$ cat config.mk
export PLATFORM = sky130hd
export DESIGN_NAME = l1_refill_arbiter
export DESIGN_NICKNAME = d
export VERILOG_FILES = /design/src/rtl/l1_refill_arbiter_pkg.sv /design/src/rtl/l1_refill_arbiter.sv
export SDC_FILE = /design/constraint.sdc
export NUM_CORES = 1
export LEC_CHECK = 0
export ABC_AREA = 1
export CAP_MARGIN = 25
export CORE_AREA = 2 2 105 107
export CTS_BUF_LIST = sky130_fd_sc_hd__clkbuf_16
export DETAILED_ROUTE_END_ITERATION = 16
export DIE_AREA = 0 0 107 109
export PLACE_DENSITY_LB_ADDON = 0.25
export RECOVER_POWER = 25
export SLEW_MARGIN = 40
export SYNTH_ARGS = -nofsm -noshare
export SYNTH_HDL_FRONTEND = slang
export SYNTH_SLANG_ARGS = --single-unit
$ cat constraint.sdc
create_clock -name clk -period 1.7 [get_ports clk]
set_clock_uncertainty 0.1 [all_clocks]
set_input_delay 0.34 -clock clk [delete_from_list [all_inputs] [get_ports clk]]
set_output_delay 0.34 -clock clk [all_outputs]
set_load 0.005 [all_outputs]
$ cat src/rtl/l1_refill_arbiter_pkg.sv
// Shared types and helpers for the L1 refill arbiter: FSM states,
// burst-owner encoding, default line size and the round-robin pick.
package l1_refill_arbiter_pkg;

  typedef enum logic [1:0] {ARB_IDLE, ARB_BURST, ARB_DONE} arb_state_e;

  typedef enum logic {OWN_I, OWN_D} arb_owner_e;

  localparam int unsigned LINE_WORDS_DEF = 4;

  // Round-robin pick: a lone requester wins; on a tie the side that did
  // not own the previous burst wins.
  function automatic arb_owner_e pick_owner(input logic ic_req,
                                            input logic dc_req,
                                            input arb_owner_e last_owner);
    if (ic_req && dc_req) begin
      return (last_owner == OWN_I) ? OWN_D : OWN_I;
    end
    return dc_req ? OWN_D : OWN_I;
  endfunction

endpackage

$ cat src/rtl/l1_refill_arbiter.sv
// L1 refill arbiter: shares the single external memory port between
// I-cache line refills and D-cache refills/writebacks. A granted side owns
// the port for a full fixed-length line burst; read beats are steered back
// to the owner combinationally, and busy freezes the pipeline meanwhile.
module l1_refill_arbiter
  import l1_refill_arbiter_pkg::*;
#(
  parameter  int ADDR_WIDTH = 32,
  parameter  int DATA_WIDTH = 32,
  parameter  int LINE_WORDS = LINE_WORDS_DEF,
  localparam int BEAT_W     = $clog2(LINE_WORDS),
  localparam int OFF        = BEAT_W + 2
) (
  input  logic                  clk,
  input  logic                  rst,
  input  logic                  ic_req,
  input  logic [ADDR_WIDTH-1:0] ic_addr,
  output logic                  ic_rvalid,
  output logic [DATA_WIDTH-1:0] ic_rdata,
  output logic                  ic_done,
  input  logic                  dc_req,
  input  logic                  dc_we,
  input  logic [ADDR_WIDTH-1:0] dc_addr,
  input  logic [DATA_WIDTH-1:0] dc_wdata,
  output logic                  dc_rvalid,
  output logic [DATA_WIDTH-1:0] dc_rdata,
  output logic                  dc_done,
  output logic [BEAT_W-1:0]     beat,
  output logic                  mem_req,
  output logic                  mem_we,
  output logic [ADDR_WIDTH-1:0] mem_addr,
  output logic [DATA_WIDTH-1:0] mem_wdata,
  input  logic                  mem_ack,
  input  logic [DATA_WIDTH-1:0] mem_rdata,
  output logic                  busy
);

  arb_state_e                state_q, state_d;
  arb_owner_e                owner_q, owner_d;
  arb_owner_e                last_owner_q, last_owner_d;
  logic [ADDR_WIDTH-OFF-1:0] line_q, line_d;
  logic                      we_q, we_d;
  logic [BEAT_W-1:0]         beat_q, beat_d;
  logic                      last_beat;

  // The word-offset bits of the request addresses are intentionally ignored.
  logic unused_offset_bits;
  assign unused_offset_bits = ^{ic_addr[OFF-1:0], dc_addr[OFF-1:0]};

  assign last_beat = (beat_q == BEAT_W'(LINE_WORDS - 1));

  // Read data goes to both caches; only the owner's rvalid qualifies it.
  assign ic_rdata = mem_rdata;
  assign dc_rdata = mem_rdata;
  assign beat     = beat_q;
  assign busy     = (state_q != ARB_IDLE) | ic_req | dc_req;

  // Next-state logic, grant decision and per-beat memory/steering outputs.
  always_comb begin
    // NOTE: every output and next-state value gets a default first so no
    // path through the case statement leaves one unassigned (no latches).
    state_d      = state_q;
    owner_d      = owner_q;
    last_owner_d = last_owner_q;
    line_d       = line_q;
    we_d         = we_q;
    beat_d       = beat_q;
    mem_req      = 1'b0;
    mem_we       = 1'b0;
    mem_addr     = '0;
    mem_wdata    = '0;
    ic_rvalid    = 1'b0;
    dc_rvalid    = 1'b0;
    ic_done      = 1'b0;
    dc_done      = 1'b0;

    case (state_q)
      ARB_IDLE: begin
        if (ic_req || dc_req) begin
          owner_d = pick_owner(ic_req, dc_req, last_owner_q);
          line_d  = (owner_d == OWN_D) ? dc_addr[ADDR_WIDTH-1:OFF]
                                       : ic_addr[ADDR_WIDTH-1:OFF];
          we_d    = (owner_d == OWN_D) && dc_we;
          beat_d  = '0;
          state_d = ARB_BURST;
        end
      end

      ARB_BURST: begin
        mem_req  = 1'b1;
        mem_we   = we_q;
        mem_addr = {line_q, beat_q, 2'b00};
        if (owner_q == OWN_D && we_q) begin
          mem_wdata = dc_wdata;
        end
        if (mem_ack) begin
          if (!we_q) begin
            ic_rvalid = (owner_q == OWN_I);
            dc_rvalid = (owner_q == OWN_D);
          end
          if (last_beat) begin
            ic_done      = (owner_q == OWN_I);
            dc_done      = (owner_q == OWN_D);
            last_owner_d = owner_q;
            state_d      = ARB_DONE;
          end else begin
            beat_d = beat_q + BEAT_W'(1);
          end
        end
      end

      ARB_DONE: begin
        // One dead cycle so the finished owner can drop its stale request.
        beat_d  = '0;
        state_d = ARB_IDLE;
      end

      default: state_d = ARB_IDLE;
    endcase
  end

  // State register; reset discards any burst in flight.
  always_ff @(posedge clk) begin
    // NOTE: non-blocking assignments so every register samples the
    // pre-edge values regardless of statement order.
    if (rst) begin
      state_q      <= ARB_IDLE;
      owner_q      <= OWN_I;
      last_owner_q <= OWN_I;
      line_q       <= '0;
      we_q         <= 1'b0;
      beat_q       <= '0;
    end else begin
      state_q      <= state_d;
      owner_q      <= owner_d;
      last_owner_q <= last_owner_d;
      line_q       <= line_d;
      we_q         <= we_d;
      beat_q       <= beat_d;
    end
  end

endmodule

* After elaboration in Yosys (flattened, before gate mapping) *
Index checks and enable logic that the tools add are counted.

word-level totals
  register bits = 35
  input port bits = 134
  output and inout bits = 137

cells by class
  $add $sub $neg = 1
  eq/ne operators = 7
  muxes and demuxes = 35
  bitwise gates (word level) = 3
  reductions and logical operators = 11

operators with widths
  operator                                        number
  2-to-1 mux 32 bit                               3
  2-to-1 mux 28 bit                               1
  2-to-1 mux 1 bit                                23
  2-to-1 mux 2 bit                                6
  inequality test 2 bit (second input constant)   4
  case mux 2 bit (3 select lines)                 1
  AND reduction 3 bit                             2
  == test 2 bit (second input constant)           2
  case mux 2 bit (2 select lines)                 1
  AND reduction 4 bit                             1
  logical AND 1 bit                               3
  nonzero test 3 bit                              1
  adder 2 x 1 -> 2 bit (second input constant)    1
  == test 2 x 1 -> 1 bit (second input constant)  1
  logical NOT 2 bit                               1
  OR 1 bit                                        2
  AND reduction 2 bit                             1
  nonzero test 2 bit                              1
  logical OR 1 bit                                1
  inverter 1 bit                                  1

* Depth between registers and ports, before layout *
  word-level depth = 8
  gate-level depth with buffers = 8
  depth with buffers taken out = 6

* Worst setup path before layout *
No wires, ideal clock.

  path type = register -> output
  from = register state_q[0]
  to = output port mem_wdata[10]
  data arrival time = 0.974 ns
  data required time = 1.260 ns
  setup slack = 0.286 ns
  cell stages (with the launch flop) = 6
  cell sequence = dfxtp_1 > nand2_2 > inv_1 > buf_4 > nand2_1 > nor2_1

on the way
  cells in the longest elaborated chain, start to end = 2

ends and longest elaborated chain
  item                      RTL line                  RTL
  start: declaration        l1_refill_arbiter.sv:38   arb_state_e state_q, state_d;
  start signal: assignment  l1_refill_arbiter.sv:134  state_q <= state_d;
  == test 2 x 1 -> 1 bit    l1_refill_arbiter.sv:77   case (state_q)
  2-to-1 mux 32 bit         l1_refill_arbiter.sv:77
  end: declaration          l1_refill_arbiter.sv:32   output logic [DATA_WIDTH-1:0] mem_wdata,

Every way passes these cells.

* Worst setup path in the final report *
  from = register state_q[1]
  to = output port mem_wdata[18]

The elaborated chain is that of the path after synthesis.

==> qor.yml <==
outcome:
  outcome: "complete, but fails checks"
  violations: "negative setup slack"
run:
  drv_cap: 0
clocking:
  clock_sinks: 35
  cts_max_path_buffers: 2
  clk_pin_slew_ns: 0.05
  worstSkewPairLatency_ns: 0.27
  cts-root-buf: "clkbuf_16"
  cts_inserted_buffers: 5
  cts_tree: "built"
  cts.htree.levels: 2
routing:
  num_vias: 3180
  avgViaCountPerCell: 4.18
  route.detailed.drc: 0
  top_layer_used: "met4"
  drt_iter0_drc: 148
  routedLengthMet1_um: 4050
  ant_nets: 0
  drt_first_pass_iters: 4
  wl_met3_um: 810
  wl_met2_um: 4620
  wl_per_cell_um: 12.6
  wl_um: 9620
sta:
  fin_crit_ns: 1.78
  rsz0062_at_grt: "true"
  fmax_ghz: 0.563
  hold_viol: 0
  fin_ws_ns: -0.0754
  fin_setup_tns_ns: -1.01
  finalCritPeriodShare_pct: 104
  setup_viol: 27
  final-max-slew-violation-count: 0
floorplan:
  core_um2: 10600
  die_w_um: 107
  start_util_pct: 26.8
  ios: 271
  fp-row-count: 38
  die_y_um: 109
  dieArea_um2: 11700
power:
  power_uw: 2800
  swShare_pct: 29.3
  clockPowerShare_pct: 30.2
  ir_worst_vdd_mv: 0.414
  combPwrFrac_pct: 35.9
  p_per_area_nw_per_um2: 623
  p_int_uw: 1980
  seqPwrFrac_pct: 33.8
  power.leakage_uw: 0.00230
  p_sw_uw: 821
synth:
  synth.distinct_cells: 21
  syn_inst: 500
  yosys.area.top_type: "dfxtp_1"
  ys_seq_elements: 35
  synth_seq_area_share_pct: 24.7
  synthTopCellsByArea: "dfxtp_1, nor2_1, buf_4"
  syn-cell-area_um2: 2840
  yosys_warnings: 0
  avgSynthCellArea_um2: 5.68
  yosysTopAreaCellShare_pct: 24.7
layout:
  postLayoutCoreUtil_pct: 42.4
  final_common_cell: "nor2_1"
  area_delta_synth_final_pct: 58.5
  instances_no_fill: 761
  diodes: 0
  layout_common_cells: "nor2_1, clkdlybuf4s50_1, nand2_1, inv_1, buf_2"
  drive_gt1_share_pct: 27.4
  final_net_count: 756
grt:
  grt_max_degree: 47
  overflow: 0
  grt_pass1_vias: 3121
  grt_antenna_before_repair: 0
  grt_pass1_wl_um: 14800
  grt_usage_pct: 15.6
worst_setup_path:
  critical_path_arrival_ns: 1.34
  cp.required_ns: 1.26
  crit_type: "reg -> out"
  endpoint_kind: "output pin"
  worstPathMaxFanout: 5
  start_kind: "flip-flop"
place:
  gp_congestion: 0.796
  numPortBuffers: 164
  dpl.hpwl_um: 7190
  place_inst: 741
worst_hold_path:
  hold_path.class: "reg -> reg"
-- registers in the layout (all words and copies together) (netlist names) --
register      count
line_q           28
last_owner_q      1
owner_q           1
state_q           2
we_q              1
beat              2
-- layout make-up --
class,count,area (um2)
multi-input combinational,307,1410
tap,140,175
fill,1148,6110
inverter,69,267
clock buffer,5,125
sequential,35,706
clock inverter,3,12.5
timing repair buffer,202,1800
-- final timing paths --
check	cells after the start	slack (ns)	to	from
worst max register to register	9	0.17	line_q[6]$_SDFFE_PP0P_	state_q[0]$_SDFFE_PP0P_
worst min register to register	2	0.36	last_owner_q$_SDFFE_PP0P_	last_owner_q$_SDFFE_PP0P_
worst min-delay path	2	0.36	last_owner_q$_SDFFE_PP0P_	last_owner_q$_SDFFE_PP0P_
worst max-delay path	8	-0.08	mem_wdata[18]	state_q[1]$_SDFFE_PP0P_
-- cell usage after synthesis --
library cell,n
buf_4,71
inv_1,68
nand2_2,1
conb_1,1
clkbuf_1,7
buf_2,4
o21ai_0,19
dfxtp_1,35
nor3_1,1
buf_6,5
nand2_1,104
buf_1,3
nand3_1,4
ha_1,2
a21oi_1,3
o211ai_1,1
inv_2,1
nor2_4,1
nor2_1,158
o21ai_2,1
o21ai_1,10
-- kinds of logic (layout without fill, tap and decap cells) --
group	count (synthesis)	after routing	share of synthesized area, %
AND/OR/NAND/NOR	269	269	36.2
buffers and inverters	159	279	31.9
flip-flops	35	35	24.7
AO/OA/AOI/OAI	34	34	6.22
adder cells (fa/ha/maj)	2	2	0.882
other	1	2	0.132
-- per-layer routing --
layer  track usage (%)  up-vias
met1              17.4     1397
li1                  -     1625
met4              4.36        0
met2              28.6      136
met3              5.02       22
met5                 0        -
-- power by group through the flow --
stage | Combinational (uW) | Sequential [uW] | Clock, uW
after floorplan | 527 | 958 | 0
after global placement | 865 | 958 | 0
after CTS | 939 | 946 | 885
after detailed placement | 872 | 960 | 0
after global routing | 1120 | 957 | 922
final | 1010 | 947 | 846
-- critical path: stages, from the launching register on --
cell,delay (ns)
dfxtp_2,0.32
inv_2,0.07
nand2_4,0.08
inv_8,0.10
buf_16,0.12
buf_8,0.11
nand2_1,0.05
nor2_1,0.09
buf_2,0.12
-- per-stage QoR --
stage	hold slack (ns)	area, um2	worst slack, ns
after floorplan	0.309	2840	0.286
after global placement	0.347	4270	-0.466
after detailed placement	0.349	4270	-0.479
after CTS	0.357	4320	-0.159
after global routing	0.375	4500	-0.174
final	0.357	4500	-0.0754
-- repair_timing --
action,in CTS,in global routing
pin swaps,7,22
gates cloned,2,2
hold buffers,0,0
endpoints found under the setup margin,70,70
gates resized for setup,306,42
setup buffers,4,4
(Power assumes the default switching activity.)
